===== config.mk =====
export PLATFORM = sky130hd
export DESIGN_NAME = lmdpl_phase_sequencer
export DESIGN_NICKNAME = d
export VERILOG_FILES = /design/src/rtl/lmdpl_phase_sequencer.sv
export SDC_FILE = /design/constraint.sdc
export NUM_CORES = 1
export LEC_CHECK = 0
export BUFFER_PORTS_ARGS = -buffer_cell sky130_fd_sc_hd__buf_2
export CORE_MARGIN = 5
export CORE_UTILIZATION = 52
export DETAILED_ROUTE_END_ITERATION = 6
export PLACE_DENSITY = 0.76
export SYNTH_ARGS = -nofsm -noshare
export SYNTH_HDL_FRONTEND = slang
export SYNTH_SLANG_ARGS = --single-unit

===== constraint.sdc =====
create_clock -name clk -period 2.1 [get_ports clk]
set_input_delay 0.21 -clock clk [delete_from_list [all_inputs] [get_ports clk]]
set_output_delay 0.21 -clock clk [all_outputs]
set_load 0.1 [all_outputs]

===== src/rtl/lmdpl_phase_sequencer.sv =====
// Phase sequencer for a pipelined LMDPL dual-rail datapath: each round fetches a fresh mask,
// precharges every net, releases the stages in order and then strobes the round register.
module lmdpl_phase_sequencer #(
    parameter int N_STAGES    = 4,
    parameter int PRE_CYCLES  = 2,
    parameter int EVAL_CYCLES = 1,
    parameter int N_ROUNDS    = 10
) (
    input  logic                clk,
    input  logic                rst,
    input  logic                start,
    input  logic                mask_ack,
    output logic                mask_req,
    output logic                pre_en,
    output logic [N_STAGES-1:0] eval_en,
    output logic                cap_en,
    output logic [3:0]          round_cnt,
    output logic                busy,
    output logic                done
);

    localparam int MAX_CYC = (PRE_CYCLES > EVAL_CYCLES) ? PRE_CYCLES : EVAL_CYCLES;
    localparam int CNT_W   = (MAX_CYC > 1) ? $clog2(MAX_CYC) : 1;
    localparam int STG_W   = (N_STAGES > 1) ? $clog2(N_STAGES) : 1;

    localparam logic [CNT_W-1:0] PRE_LOAD   = CNT_W'(PRE_CYCLES - 1);
    localparam logic [CNT_W-1:0] EVAL_LOAD  = CNT_W'(EVAL_CYCLES - 1);
    localparam logic [STG_W-1:0] LAST_STAGE = STG_W'(N_STAGES - 1);
    localparam logic [3:0]       LAST_ROUND = 4'(N_ROUNDS - 1);

    typedef enum logic [2:0] {
        ST_IDLE = 3'd0,
        ST_MASK = 3'd1,
        ST_PRE  = 3'd2,
        ST_EVAL = 3'd3,
        ST_CAP  = 3'd4,
        ST_DONE = 3'd5
    } state_t;

    state_t             state_r, state_s;
    logic [CNT_W-1:0]   cnt_r, cnt_s;
    logic [STG_W-1:0]   stage_r, stage_s;
    logic [3:0]         round_s;

    logic                mask_req_s;
    logic                pre_en_s;
    logic [N_STAGES-1:0] eval_en_s;
    logic                cap_en_s;
    logic                busy_s;
    logic                done_s;

    // Next-state logic: phase transitions, dwell counter and stage/round indices.
    always_comb begin
        state_s = state_r;
        cnt_s   = cnt_r;
        stage_s = stage_r;
        round_s = round_cnt;
        case (state_r)
            ST_IDLE: begin
                if (start) begin
                    state_s = ST_MASK;
                    round_s = 4'd0;
                end else begin
                    state_s = ST_IDLE;
                end
            end
            ST_MASK: begin
                if (mask_ack) begin
                    state_s = ST_PRE;
                    cnt_s   = PRE_LOAD;
                end else begin
                    state_s = ST_MASK;
                end
            end
            ST_PRE: begin
                if (cnt_r == CNT_W'(0)) begin
                    state_s = ST_EVAL;
                    cnt_s   = EVAL_LOAD;
                    stage_s = STG_W'(0);
                end else begin
                    cnt_s = cnt_r - CNT_W'(1);
                end
            end
            ST_EVAL: begin
                // A stage releases the next only after its full settle time has elapsed.
                if (cnt_r == CNT_W'(0)) begin
                    if (stage_r == LAST_STAGE) begin
                        state_s = ST_CAP;
                    end else begin
                        stage_s = stage_r + STG_W'(1);
                        cnt_s   = EVAL_LOAD;
                    end
                end else begin
                    cnt_s = cnt_r - CNT_W'(1);
                end
            end
            ST_CAP: begin
                if (round_cnt == LAST_ROUND) begin
                    state_s = ST_DONE;
                end else begin
                    state_s = ST_MASK;
                    round_s = round_cnt + 4'd1;
                end
            end
            ST_DONE: begin
                state_s = ST_IDLE;
            end
            default: begin
                state_s = ST_IDLE;
            end
        endcase
    end

    // Output decode from the next state so every output leaves a flop.
    always_comb begin
        mask_req_s = (state_s == ST_MASK);
        pre_en_s   = (state_s == ST_IDLE) || (state_s == ST_MASK) ||
                     (state_s == ST_PRE)  || (state_s == ST_DONE);
        cap_en_s   = (state_s == ST_CAP);
        busy_s     = (state_s != ST_IDLE) && (state_s != ST_DONE);
        done_s     = (state_s == ST_DONE);
        eval_en_s  = '0;
        for (int i = 0; i < N_STAGES; i++) begin
            eval_en_s[i] = (state_s == ST_CAP) ||
                           ((state_s == ST_EVAL) && (int'(stage_s) >= i));
        end
    end

    // State, counters and registered outputs; reset leaves the datapath precharged.
    always_ff @(posedge clk) begin
        if (rst) begin
            state_r   <= ST_IDLE;
            cnt_r     <= '0;
            stage_r   <= '0;
            round_cnt <= 4'd0;
            mask_req  <= 1'b0;
            pre_en    <= 1'b1;
            eval_en   <= '0;
            cap_en    <= 1'b0;
            busy      <= 1'b0;
            done      <= 1'b0;
        end else begin
            state_r   <= state_s;
            cnt_r     <= cnt_s;
            stage_r   <= stage_s;
            round_cnt <= round_s;
            mask_req  <= mask_req_s;
            pre_en    <= pre_en_s;
            eval_en   <= eval_en_s;
            cap_en    <= cap_en_s;
            busy      <= busy_s;
            done      <= done_s;
        end
    end

endmodule


* After elaboration in Yosys (flattened, before gate mapping)
Index checks and enable logic that the tools add are counted.
** Storage, ports and cells
- Input bits :: 4
- Output and inout bits :: 13
- Logic and storage cells :: 67
- Flip-flop bits (word level) :: 19
** Cells by class
- Reductions and logical operators :: 19
- $lt $le $gt $ge :: 3
- Add/subtract/negate cells :: 3
- Equal/unequal tests :: 15
- Mux-type cells :: 17
** Operators with widths (number)
- 3-bit one-hot mux with 5 select lines :: 1
- 3-bit by 2-bit equality test with 1-bit output (second input constant) :: 4
- 3-bit 2-to-1 mux :: 4
- 3-bit equality test (second input constant) :: 3
- 2-bit 2-to-1 mux :: 4
- 4-bit 2-to-1 mux :: 2
- 4-bit one-hot mux with 2 select lines :: 1
- 1-bit logical OR :: 7
- 3-bit by 1-bit equality test with 1-bit output (second input constant) :: 2
- 3-bit zero test :: 2
- 2-bit inequality test (second input constant) :: 3
- 4-bit by 1-bit adder with 4-bit output (second input constant) :: 1
- 4-bit equality test (second input constant) :: 1
- 2-bit >= comparator (second input constant) :: 2
- 1-bit logical AND :: 4
- 2-bit one-hot mux with 2 select lines :: 1
- 2-bit nonzero test :: 2
- 1-bit 2-to-1 mux :: 3
- 3-bit inequality test (second input constant) :: 1
- 3-bit AND reduction :: 1
- 3-bit nonzero test :: 1
- 2-bit by 1-bit adder with 2-bit output (second input constant) :: 1
- 2-bit equality test (second input constant) :: 1
- 2-bit by 1-bit >= comparator with 1-bit output (second input constant) :: 1
- other kinds (4) :: 4

* Longest topological paths before layout
Gate-level depths: netlist (run 1).
- Word-level depth :: 8
- Mapped depth :: 5
- Mapped depth without buffers :: 5

* Least setup slack after synthesis (run 1)
No wires, ideal clock.
- Kind :: register to register
- Start :: reg round_cnt[1]
- End :: reg round_cnt[0]
- Setup slack :: -0.016 ns
- Arrival time :: 2.046 ns
- Data required time :: 2.030 ns
- Stages on the path, launching flop included :: 6
- Period minus slack after synthesis :: 2.116 ns
- Path through :: dfxtp_1 inv_1 ha_1 and4b_1 or4_1 a21oi_1
** Between the ends
- Cells in the longest elaborated chain, start to end :: 3
** RTL lines
- start: declaration :: RTL line 17 : output logic [3:0] round_cnt,
- start signal: assignment :: RTL line 146 : round_cnt <= round_s;
- 4-bit equality test :: RTL line 98 : if (round_cnt == LAST_ROUND) begin
- 2-bit inequality test (no source line)
- 3-bit AND reduction (no source line)
No other way between the ends.
A chain may end at the register's enable or synchronous reset.

* Final worst setup path (run 1)
- Start :: reg state_r[2]
- End :: reg round_cnt[2]
** Between the ends
- Cells in the longest elaborated chain, start to end :: 3
- Elaborated cells on any way between the ends :: 7
** RTL lines
- start: declaration :: RTL line 40 : state_t state_r, state_s;
- start signal: assignment :: RTL line 143 : state_r <= state_s;
- 3-bit equality test / 3-bit zero test (equally long branches) :: RTL line 58 : case (state_r)
- 2-bit inequality test (no source line) / 2-bit nonzero test (equally long branches)
- 3-bit AND reduction (no source line)
Parallel ways exist; a longest one is shown, timed or not.

==> results of run 1 <==
==> synth_stat cells, types with 3 or more instances <==
| cell type | number |
|---|---|
| dfxtp_1 | 19 |
| a21oi_1 | 7 |
| inv_1 | 5 |
| nand2b_1 | 4 |
| nor2_1 | 4 |
| nor3_1 | 3 |
| o31ai_1 | 3 |
| or4_1 | 3 |
==> layout make-up <==
type,instances,area (sq um),area share [%]
inverter,5,18.8,2.01
timing repair buffer,16,80.1,8.56
sequential,19,382,40.8
tap,16,20.0,2.14
clock buffer,3,22.5,2.41
clock inverter,1,5.00,0.535
multi-input combinational,57,408,43.6
==> final timing paths <==
path / end / depth (start not counted) / start / slack [ns]
setup / recovery: round_cnt[2] / 3 / state_r[2] / 0.57
hold reg to reg: round_cnt[3] / 2 / round_cnt[3] / 0.51
hold / removal: state_r[2] / 2 / rst / 0.26
setup reg to reg: round_cnt[2] / 3 / state_r[2] / 0.57
==> sequential cells by signal, indices dropped and copies added, names as in the netlist <==
signal,flops
stage_r,2
mask_req,1
cnt_r,1
busy,1
pre_en,1
state_r,3
cap_en,1
eval_en,4
round_cnt,4
done,1
==> per-stage QoR <==
step | utilization (%) | total power [mW]
floorplan | - | 0.488
global placement | 60.3 | 0.503
global route | 62.1 | 0.711
detailed placement | 60.3 | 0.503
CTS | 62.1 | 0.681
finish | 62.1 | 0.679
==> cell usage in the layout (no fill, tap or decap), types with 2 or more instances in the layout <==
cell / netlist / routed
dfxtp_1: 19 / 18
buf_2: 1 / 16
a21oi_1: 7 / 7
inv_1: 5 / 5
nand2b_1: 4 / 4
nor2_1: 4 / 4
nor3_1: 3 / 3
o31ai_1: 3 / 3
or4_1: 3 / 3
clkbuf_4: 0 / 3
and4b_1: 2 / 2
nor2b_1: 2 / 2
a211o_1: 2 / 2
nand3_1: 2 / 2
a2111oi_0: 2 / 2
a211oi_1: 2 / 2
o21a_1: 2 / 2
ha_1: 2 / 2
==> power groups by stage <==
stage	logic, mW	registers, mW	clock network [mW]
6_report	0.113	0.384	0.182
5_1_grt	0.121	0.385	0.205
4_1_cts	0.112	0.383	0.186
3_5_place_dp	0.111	0.391	0
3_3_place_gp	0.111	0.391	0
2_1_floorplan	0.0552	0.433	0
==> cell families (layout without fill, tap and decap cells) <==
group,count (synthesis),in the layout,share of synthesized area (%)
AOI/OAI and AO/OA,24,24,20.9
adders and majority gates,2,2,3.03
buffers and inverters,8,25,4.69
DFF,19,19,46.0
muxes,1,1,1.21
and+or+nand+nor,30,30,24.2
==> routing by layer <==
| layer | up-vias | part of all wire, % | routed length, um |
|---|---|---|---|
| met3 | 4 | 5.9 | 93 |
| met4 | 0 | 2.5 | 40 |
| met2 | 23 | 40 | 637 |
| li1 | 352 | - | - |
| met5 | - | 0 | 0 |
| met1 | 314 | 51 | 807 |
==> flow_metrics.env, run 1 <==
export IMPL_first_global_vias=599
export IMPL_drc=0
export IMPL_postCtsSetupRepairBufs=0
export IMPL_io_pins=17
export IMPL_crit_type="reg2reg"
export IMPL_maxCapViolCount=0
export IMPL_post_drt_wl_per_cell_um=13.5
export IMPL_die_h_um=49.9
export IMPL_final_area_sq_um=936
export IMPL_cts_buffers=3
export IMPL_synth_top_area_share_pct=46.0
export IMPL_num_antenna_cells=0
export IMPL_syn_area_sq_um=827
export IMPL_drt_iter0_drc=21
export IMPL_crit_buf_inv=0
export IMPL_cp_max_fo=14
export IMPL_routed_wirelength_um=1580
export IMPL_grtUsageTotal_pct=13.7
export IMPL_gr_max_usage_layer="met1"
export IMPL_clock_power_share_pct=26.9
export IMPL_postRouteAntennaNets=0
export IMPL_cts_resized=0
export IMPL_yosys_warnings=0
export IMPL_met3_usage_pct=3.61
export IMPL_peakVddDrop_v=0.000500
export IMPL_cts_root_buf="clkbuf_4"
export IMPL_grt_max_degree=18
export IMPL_dr_pass1_iters=4
export IMPL_post_dp_cell_area_sq_um=908
export IMPL_finClkSkew_ns=0.00746
export IMPL_met2_usage_pct=18.4
export IMPL_leakage_nw=0.395
export IMPL_dp_slack_ns=0.611
export IMPL_slowest_stage="or4b_2"
export IMPL_drv_slew=0
export IMPL_dpl_cell_count=113
export IMPL_portBuffers=16
export IMPL_timing_fmax_mhz=655
export IMPL_initial_core_util_pct=54.9
export IMPL_clkSinkCount=19
export IMPL_nNetsFinal=108
export IMPL_crit_family="simple AND/OR/NAND/NOR gates"
export IMPL_hold_ws_ns=0.256
export IMPL_required_ns=2.29
export IMPL_grt_pass1_wl_um=2650
export IMPL_combPwrFrac_pct=16.6
export IMPL_sequentialPowerShare_pct=56.5
export IMPL_internal_power_mw=0.473
export IMPL_hpwl_um=1120
export IMPL_num_rows=14
export IMPL_fill_cells=122
export IMPL_vias=693
export IMPL_antenna_found_initial=0
export IMPL_period_needed_ns=1.53
export IMPL_core_area_sq_um=1510
export IMPL_synth_largest_area_cell="dfxtp_1"
export IMPL_final_cells=117
export IMPL_clk_latency_ns=0.30
export IMPL_swShare_pct=30.3
export IMPL_synth_nets=90
export IMPL_endpoint_kind="flip-flop"
export IMPL_yosysSeqAreaShare_pct=46.0
export IMPL_dieArea_sq_um=2490
export IMPL_via_per_inst=5.92
export IMPL_cts_buffer_depth=2
export IMPL_async_reset_ff_share_pct=0
export IMPL_die_w_um=49.9
export IMPL_cpPeakStageDelay_ns=0.69
export IMPL_crit_chain="or4b_2 -> or3b_2 -> mux2i_1"
export IMPL_ys_ff_latch=19
export IMPL_synthTopCellsByArea="dfxtp_1 (46%), a21oi_1 (4.2%), ha_1 (3.0%)"
export IMPL_netlist_cell_type_count=36
export IMPL_worst_pin_slew_ns=0.492
export IMPL_fin_crit_sh_pct=72.7
export IMPL_grt_overflow=0
export IMPL_syn_inst=84
export IMPL_synthFlopType="dfxtp_1"
export IMPL_setup_viol=0
export IMPL_hp_class="in2reg"
export IMPL_crit_arrival_ns=1.72
export IMPL_cts_reportedPaths_clkPinSlew_ns=0.11
export IMPL_drive_gt1_share_pct=23.8
export IMPL_area_growth_syn_to_layout_pct=13.2
export IMPL_met1_usage_pct=19.3
export IMPL_avgSynthCellArea_sq_um=9.85
export IMPL_synth_edf_count=0
export IMPL_status="finished, final reports clean"
export IMPL_worst_setup_path_start_kind="flip-flop"
export IMPL_hold_viol_final=0
export IMPL_p_sw_mw=0.205
export IMPL_timing_setup_tns_ns=0
export IMPL_setup_ws_ns=0.573
export IMPL_tritoncts="built"
export IMPL_htreeDepth=1
export IMPL_slew_limit_headroom_pct=67.4
export IMPL_cts_hold_buf=0
export IMPL_grt_setup_unrepaired="no"
export IMPL_power_density_nw_per_um2=725
export IMPL_place_gp_congestion=0.763
Power figures use the tool's default switching activity.
==> run 2, diff against run 1 <==
--- a/config.mk
+++ b/config.mk
@@ -7,9 +7,9 @@
 export LEC_CHECK = 0
 export BUFFER_PORTS_ARGS = -buffer_cell sky130_fd_sc_hd__buf_2
 export CORE_MARGIN = 5
-export CORE_UTILIZATION = 52
+export CORE_UTILIZATION = 51
 export DETAILED_ROUTE_END_ITERATION = 6
-export PLACE_DENSITY = 0.76
+export PLACE_DENSITY = 0.75
 export SYNTH_ARGS = -nofsm -noshare
 export SYNTH_HDL_FRONTEND = slang
 export SYNTH_SLANG_ARGS = --single-unit
==> constraint.sdc (replaced) <==
create_clock -name clk -period 1.6 [get_ports clk]
set_input_delay 0.16 -clock clk [delete_from_list [all_inputs] [get_ports clk]]
set_output_delay 0.16 -clock clk [all_outputs]
set_load 0.1 [all_outputs]
==> flow_metrics.env, run 2 (synthesized netlist as in run 1, its figures left out) <==
export IMPL_num_antenna_cells=0
export IMPL_crit_start="round_cnt[1]"
export IMPL_cts_buffers=3
export IMPL_io_pins=17
export IMPL_clk_latency_ns=0.29
export IMPL_final_util_pct=63.2
export IMPL_die_h_um=50.3
export IMPL_area_growth_syn_to_layout_pct=16.5
export IMPL_grt_overflow=0
export IMPL_timing_fmax_mhz=656
export IMPL_maxCapViolCount=0
export IMPL_swShare_pct=30.0
export IMPL_endpoint_kind="flip-flop"
export IMPL_die_w_um=50.3
export IMPL_leakage_nw=0.404
export IMPL_cts_hold_buf=0
export IMPL_layout_common_cells="buf_2 (16), dfxtp_1 (13), a21oi_1 (7), inv_1 (5)"
export IMPL_p_sw_mw=0.267
export IMPL_clkSinkCount=19
export IMPL_r2r_slack_ns=0.08
export IMPL_crit_buf_inv=1
export IMPL_post_drt_wl_per_cell_um=14.7
export IMPL_worstRegToRegCells=5
export IMPL_crit_arrival_ns=1.74
export IMPL_slowest_stage="or4_1"
export IMPL_grt_max_degree=18
export IMPL_sequentialPowerShare_pct=55.8
export IMPL_drv_slew=0
export IMPL_core_area_sq_um=1520
export IMPL_antenna_found_initial=0
export IMPL_reg2reg_from="round_cnt[1]"
export IMPL_setup_viol=0
export IMPL_drc=0
export IMPL_fill_cells=140
export IMPL_crit_family="simple AND/OR/NAND/NOR gates"
export IMPL_portBuffers=16
export IMPL_final_cells=118
export IMPL_power_density_nw_per_um2=925
export IMPL_dr_pass1_iters=4
export IMPL_num_rows=14
export IMPL_via_per_inst=5.96
export IMPL_grt_pass1_wl_um=3070
export IMPL_hp_class="in2reg"
export IMPL_slew_limit_headroom_pct=67.6
export IMPL_period_needed_ns=1.52
export IMPL_peakVddDrop_v=0.000521
export IMPL_tritoncts="built"
export IMPL_dieArea_sq_um=2530
export IMPL_path_depth=5
export IMPL_total_power_mw=0.891
export IMPL_reg2reg_to="round_cnt[1]"
export IMPL_post_dp_cell_area_sq_um=925
export IMPL_drt_iter0_drc=15
export IMPL_timing_setup_tns_ns=0
export IMPL_worst_setup_path_start_kind="flip-flop"
export IMPL_dp_slack_ns=0.108
export IMPL_reg_largest_list="eval_en: 4 flops, round_cnt: 4 flops, state_r: 3 flops"
export IMPL_crit_chain="inv_1 -> ha_1 -> and4b_1 -> or4_1 -> a21oi_1"
export IMPL_routed_wirelength_um=1730
export IMPL_finClkSkew_ns=0.00294
export IMPL_cts_reportedPaths_clkPinSlew_ns=0.10
export IMPL_required_ns=1.82
export IMPL_setup_ws_ns=0.0759
export IMPL_first_global_vias=662
export IMPL_initial_core_util_pct=54.3
export IMPL_dpl_cell_count=114
export IMPL_combPwrFrac_pct=18.1
export IMPL_status="finished, final reports clean"
export IMPL_whs_path_depth=2
export IMPL_fin_crit_sh_pct=95.3
export IMPL_cts_buffer_depth=2
export IMPL_postRouteAntennaNets=0
export IMPL_crit_type="reg2reg"
export IMPL_worst_pin_slew_ns=0.489
export IMPL_final_area_sq_um=963
export IMPL_mostFrequentLayoutCell="buf_2"
export IMPL_hold_ws_ns=0.235
export IMPL_cts_root_buf="clkbuf_4"
export IMPL_drive_gt1_share_pct=31.4
export IMPL_place_gp_congestion=0.736
export IMPL_hpwl_um=1200
export IMPL_hold_viol_final=0
export IMPL_cpPeakStageDelay_ns=0.45
export IMPL_clock_power_share_pct=26.1
export IMPL_htreeDepth=1
export IMPL_nNetsFinal=109
export IMPL_cp_max_fo=5
export IMPL_internal_power_mw=0.624
export IMPL_crit_path_end="round_cnt[1]"
export IMPL_grtUsageTotal_pct=15.2
export IMPL_vias=703
[run 2: cell count changes in the layout (fill, tap and decap cells not counted)]
cell     change
nor4_1       -1
or2_1        -1
or2_4        +1
dfxtp_1      -5
nor4_2       +1
dfxtp_4      +2
buf_4        +1
dfxtp_2      +3
[run 2: worst min path at each step]
stage                 startpoint            to
global route            mask_ack         cnt_r
detailed placement  round_cnt[3]  round_cnt[3]
CTS                     mask_ack         cnt_r
global placement    round_cnt[3]  round_cnt[3]
floorplan                    rst      mask_req
finish                       rst    state_r[2]
[run 2: power by group through the flow]
| stage | sequential, mW | clock (mW) | combinational [mW] |
|---|---|---|---|
| 2_1_floorplan | 0.564 | 0 | 0.0725 |
| 3_3_place_gp | 0.506 | 0 | 0.155 |
| 3_5_place_dp | 0.507 | 0 | 0.154 |
| 4_1_cts | 0.496 | 0.245 | 0.155 |
| 5_1_grt | 0.501 | 0.270 | 0.172 |
| 6_report | 0.498 | 0.233 | 0.161 |
[run 2: metal layers]
metal	vias up	share of wire [%]	track usage (%)	wire, um
li1	355	-	-	-
met5	-	0	0	0
met4	0	1.8	6.55	31
met2	21	46	22.6	794
met3	4	6.3	3.25	109
met1	323	46	21.0	793
[run 2: final cells by class]
type	count	area, sq um	area share, %
Tap cell	16	20.0	2.08
Timing Repair Buffer	17	87.6	9.09
Multi-Input combinational cell	57	417	43.2
Sequential cell	19	393	40.8
Clock inverter	1	5.00	0.519
Inverter	5	18.8	1.95
Clock buffer	3	22.5	2.34
[run 2: worst reg2reg max path: stages (launching register included)]
cell and delay [ns]:
dfxtp_4 0.37, inv_1 0.04, ha_1 0.18, and4b_1 0.25, or4_1 0.45, a21oi_1 0.16
[run 2: what timing repair did]
action,in CTS,in global routing
buffers inserted,0,0
gates resized for setup,0,4
endpoints found under the setup margin,0,2
==> run 3, diff against run 2 <==
==> constraint.sdc (replaced) <==
create_clock -name clk -period 1.7 [get_ports clk]
set_input_delay 0.17 -clock clk [delete_from_list [all_inputs] [get_ports clk]]
set_output_delay 0.17 -clock clk [all_outputs]
set_load 0.1 [all_outputs]
==> flow_metrics.env, run 3 (synthesized netlist as in run 1, its figures left out) <==
export IMPL_post_drt_wl_per_cell_um=13.4
export IMPL_slowest_stage="or4b_2"
export IMPL_antenna_found_initial=0
export IMPL_postRouteAntennaNets=0
export IMPL_hp_class="in2reg"
export IMPL_worst_setup_path_start_kind="flip-flop"
export IMPL_setup_ws_ns=0.194
export IMPL_grt_overflow=0
export IMPL_required_ns=1.88
export IMPL_routed_wirelength_um=1570
export IMPL_crit_chain="or4b_2 -> or3b_2 -> mux2i_1"
export IMPL_cts_hold_buf=0
export IMPL_setup_viol=0
export IMPL_timing_fmax_mhz=664
export IMPL_wl_met3_um=81
export IMPL_die_w_um=50.3
export IMPL_post_dp_cell_area_sq_um=913
export IMPL_nNetsFinal=108
export IMPL_endpoint_kind="flip-flop"
export IMPL_portBuffers=16
export IMPL_tritoncts="built"
export IMPL_die_h_um=50.3
export IMPL_cts_reportedPaths_clkPinSlew_ns=0.10
export IMPL_maxCapViolCount=0
export IMPL_hpwl_um=1110
export IMPL_num_rows=14
export IMPL_core_area_sq_um=1520
export IMPL_whs_path_depth=3
export IMPL_first_global_vias=606
export IMPL_reg2reg_to="round_cnt[2]"
export IMPL_vias=679
export IMPL_r2r_slack_ns=0.19
export IMPL_crit_arrival_ns=1.69
export IMPL_final_area_sq_um=945
export IMPL_dp_slack_ns=0.142
export IMPL_timing_setup_tns_ns=0
export IMPL_period_needed_ns=1.51
export IMPL_drv_slew=0
export IMPL_hold_end="cnt_r"
export IMPL_dr_pass1_iters=4
export IMPL_initial_core_util_pct=54.3
export IMPL_status="finished, final reports clean"
export IMPL_min_from="mask_ack"
export IMPL_drt_iter0_drc=11
export IMPL_hold_viol_final=0
export IMPL_grt_pass1_wl_um=2690
export IMPL_layout_common_cells="dfxtp_1 (16), buf_2 (16), a21oi_1 (7), inv_1 (5)"
export IMPL_fin_crit_sh_pct=88.6
export IMPL_cts_root_buf="clkbuf_4"
export IMPL_leakage_nw=0.397
export IMPL_fill_cells=128
export IMPL_wl_met2_um=654
export IMPL_dr_max_layer_used="met4"
export IMPL_crit_family="simple AND/OR/NAND/NOR gates"
export IMPL_dieArea_sq_um=2530
export IMPL_grtUsageTotal_pct=13.7
export IMPL_wl_met1_um=794
export IMPL_clk_latency_ns=0.30
export IMPL_drive_gt1_share_pct=26.7
export IMPL_reg2reg_from="state_r[2]"
export IMPL_grt_setup_unrepaired="no"
export IMPL_cpPeakStageDelay_ns=0.69
export IMPL_drc=0
export IMPL_htreeDepth=1
export IMPL_reg_largest_list="eval_en: 4 flops, round_cnt: 4 flops, state_r: 3 flops"
export IMPL_cp_max_fo=14
export IMPL_worstRegToRegCells=3
export IMPL_crit_type="reg2reg"
export IMPL_cts_buffers=3
export IMPL_area_growth_syn_to_layout_pct=14.2
export IMPL_peakVddDrop_v=0.000521
export IMPL_clkSinkCount=19
export IMPL_cts_buffer_depth=2
export IMPL_place_gp_congestion=0.870
export IMPL_crit_buf_inv=0
export IMPL_grt_max_degree=18
export IMPL_io_pins=17
export IMPL_worst_pin_slew_ns=0.492
export IMPL_finClkSkew_ns=0.000461
export IMPL_num_antenna_cells=0
export IMPL_slew_limit_headroom_pct=67.4
export IMPL_power_density_nw_per_um2=889
export IMPL_via_per_inst=5.80
==> run 3: changes by cell type in the layout (fill, tap and decap cells not counted), sizes merged <==
cell | before | now
buf | 17 | 16
==> run 3: worst register-to-register path: cells and delay by family, from the launching register on <==
kind / cells / cell delay, ns
flip-flops: 1 / 0.43
AND/OR/NAND/NOR: 2 / 0.91
multiplexers: 1 / 0.05
==> run 3: worst max path at each step <==
stage | end | slack [ns] | start | cells after the start
after detailed placement | busy | 0.14 | state_r[0] | 3
after global placement | round_cnt[2] | 0.23 | state_r[2] | 3
after CTS | busy | 0.12 | state_r[0] | 3
after floorplan | round_cnt[1] | 0.02 | round_cnt[0] | 3
after global routing | mask_req | 0.1 | state_r[2] | 3
final | round_cnt[2] | 0.19 | state_r[2] | 3
==> run 3: cell type report <==
| class | instances | area (sq um) | share of cell area [%] |
|---|---|---|---|
| repair buffers | 16 | 80.1 | 8.48 |
| multi-input cells | 57 | 412 | 43.6 |
| flip-flops and latches | 19 | 387 | 40.9 |
| clock inverters | 1 | 5.00 | 0.530 |
| well taps | 16 | 20.0 | 2.12 |
| clock buffers | 3 | 22.5 | 2.38 |
| inverters | 5 | 18.8 | 1.99 |
==> run 3: stage by stage <==
stage / util (%) / hold slack (ns) / total power, mW / std cells
finish: 62.0 / 0.216 / 0.839 / 117
detailed placement: 59.9 / 0.495 / 0.621 / 113
floorplan: - / 0.239 / 0.601 / 84
global route: 62.0 / 0.236 / 0.888 / 117
global placement: 59.9 / 0.494 / 0.619 / 113
CTS: 61.7 / 0.219 / 0.845 / 117
==> run 3: power by group <==
part / switching (mW) / internal, mW / leakage (nW)
Combinational: 0.103 / 0.0413 / 0.223
Clock: 0.136 / 0.0877 / 0.0177
Sequential: 0.0140 / 0.458 / 0.156
Total: 0.253 / 0.587 / 0.397
==> run 3: metal layers <==
metal  global-route usage [%]  vias to the layer above
met4                     7.86                        0
met5                        0                        -
met2                     19.0                       16
li1                         -                      351
met3                     2.66                        4
met1                     19.3                      308
==> run 3: what timing repair did <==
item                                    CTS  global route
resized for setup                         0             2
setup buffers                             0             0
endpoints found under the setup margin    0             1
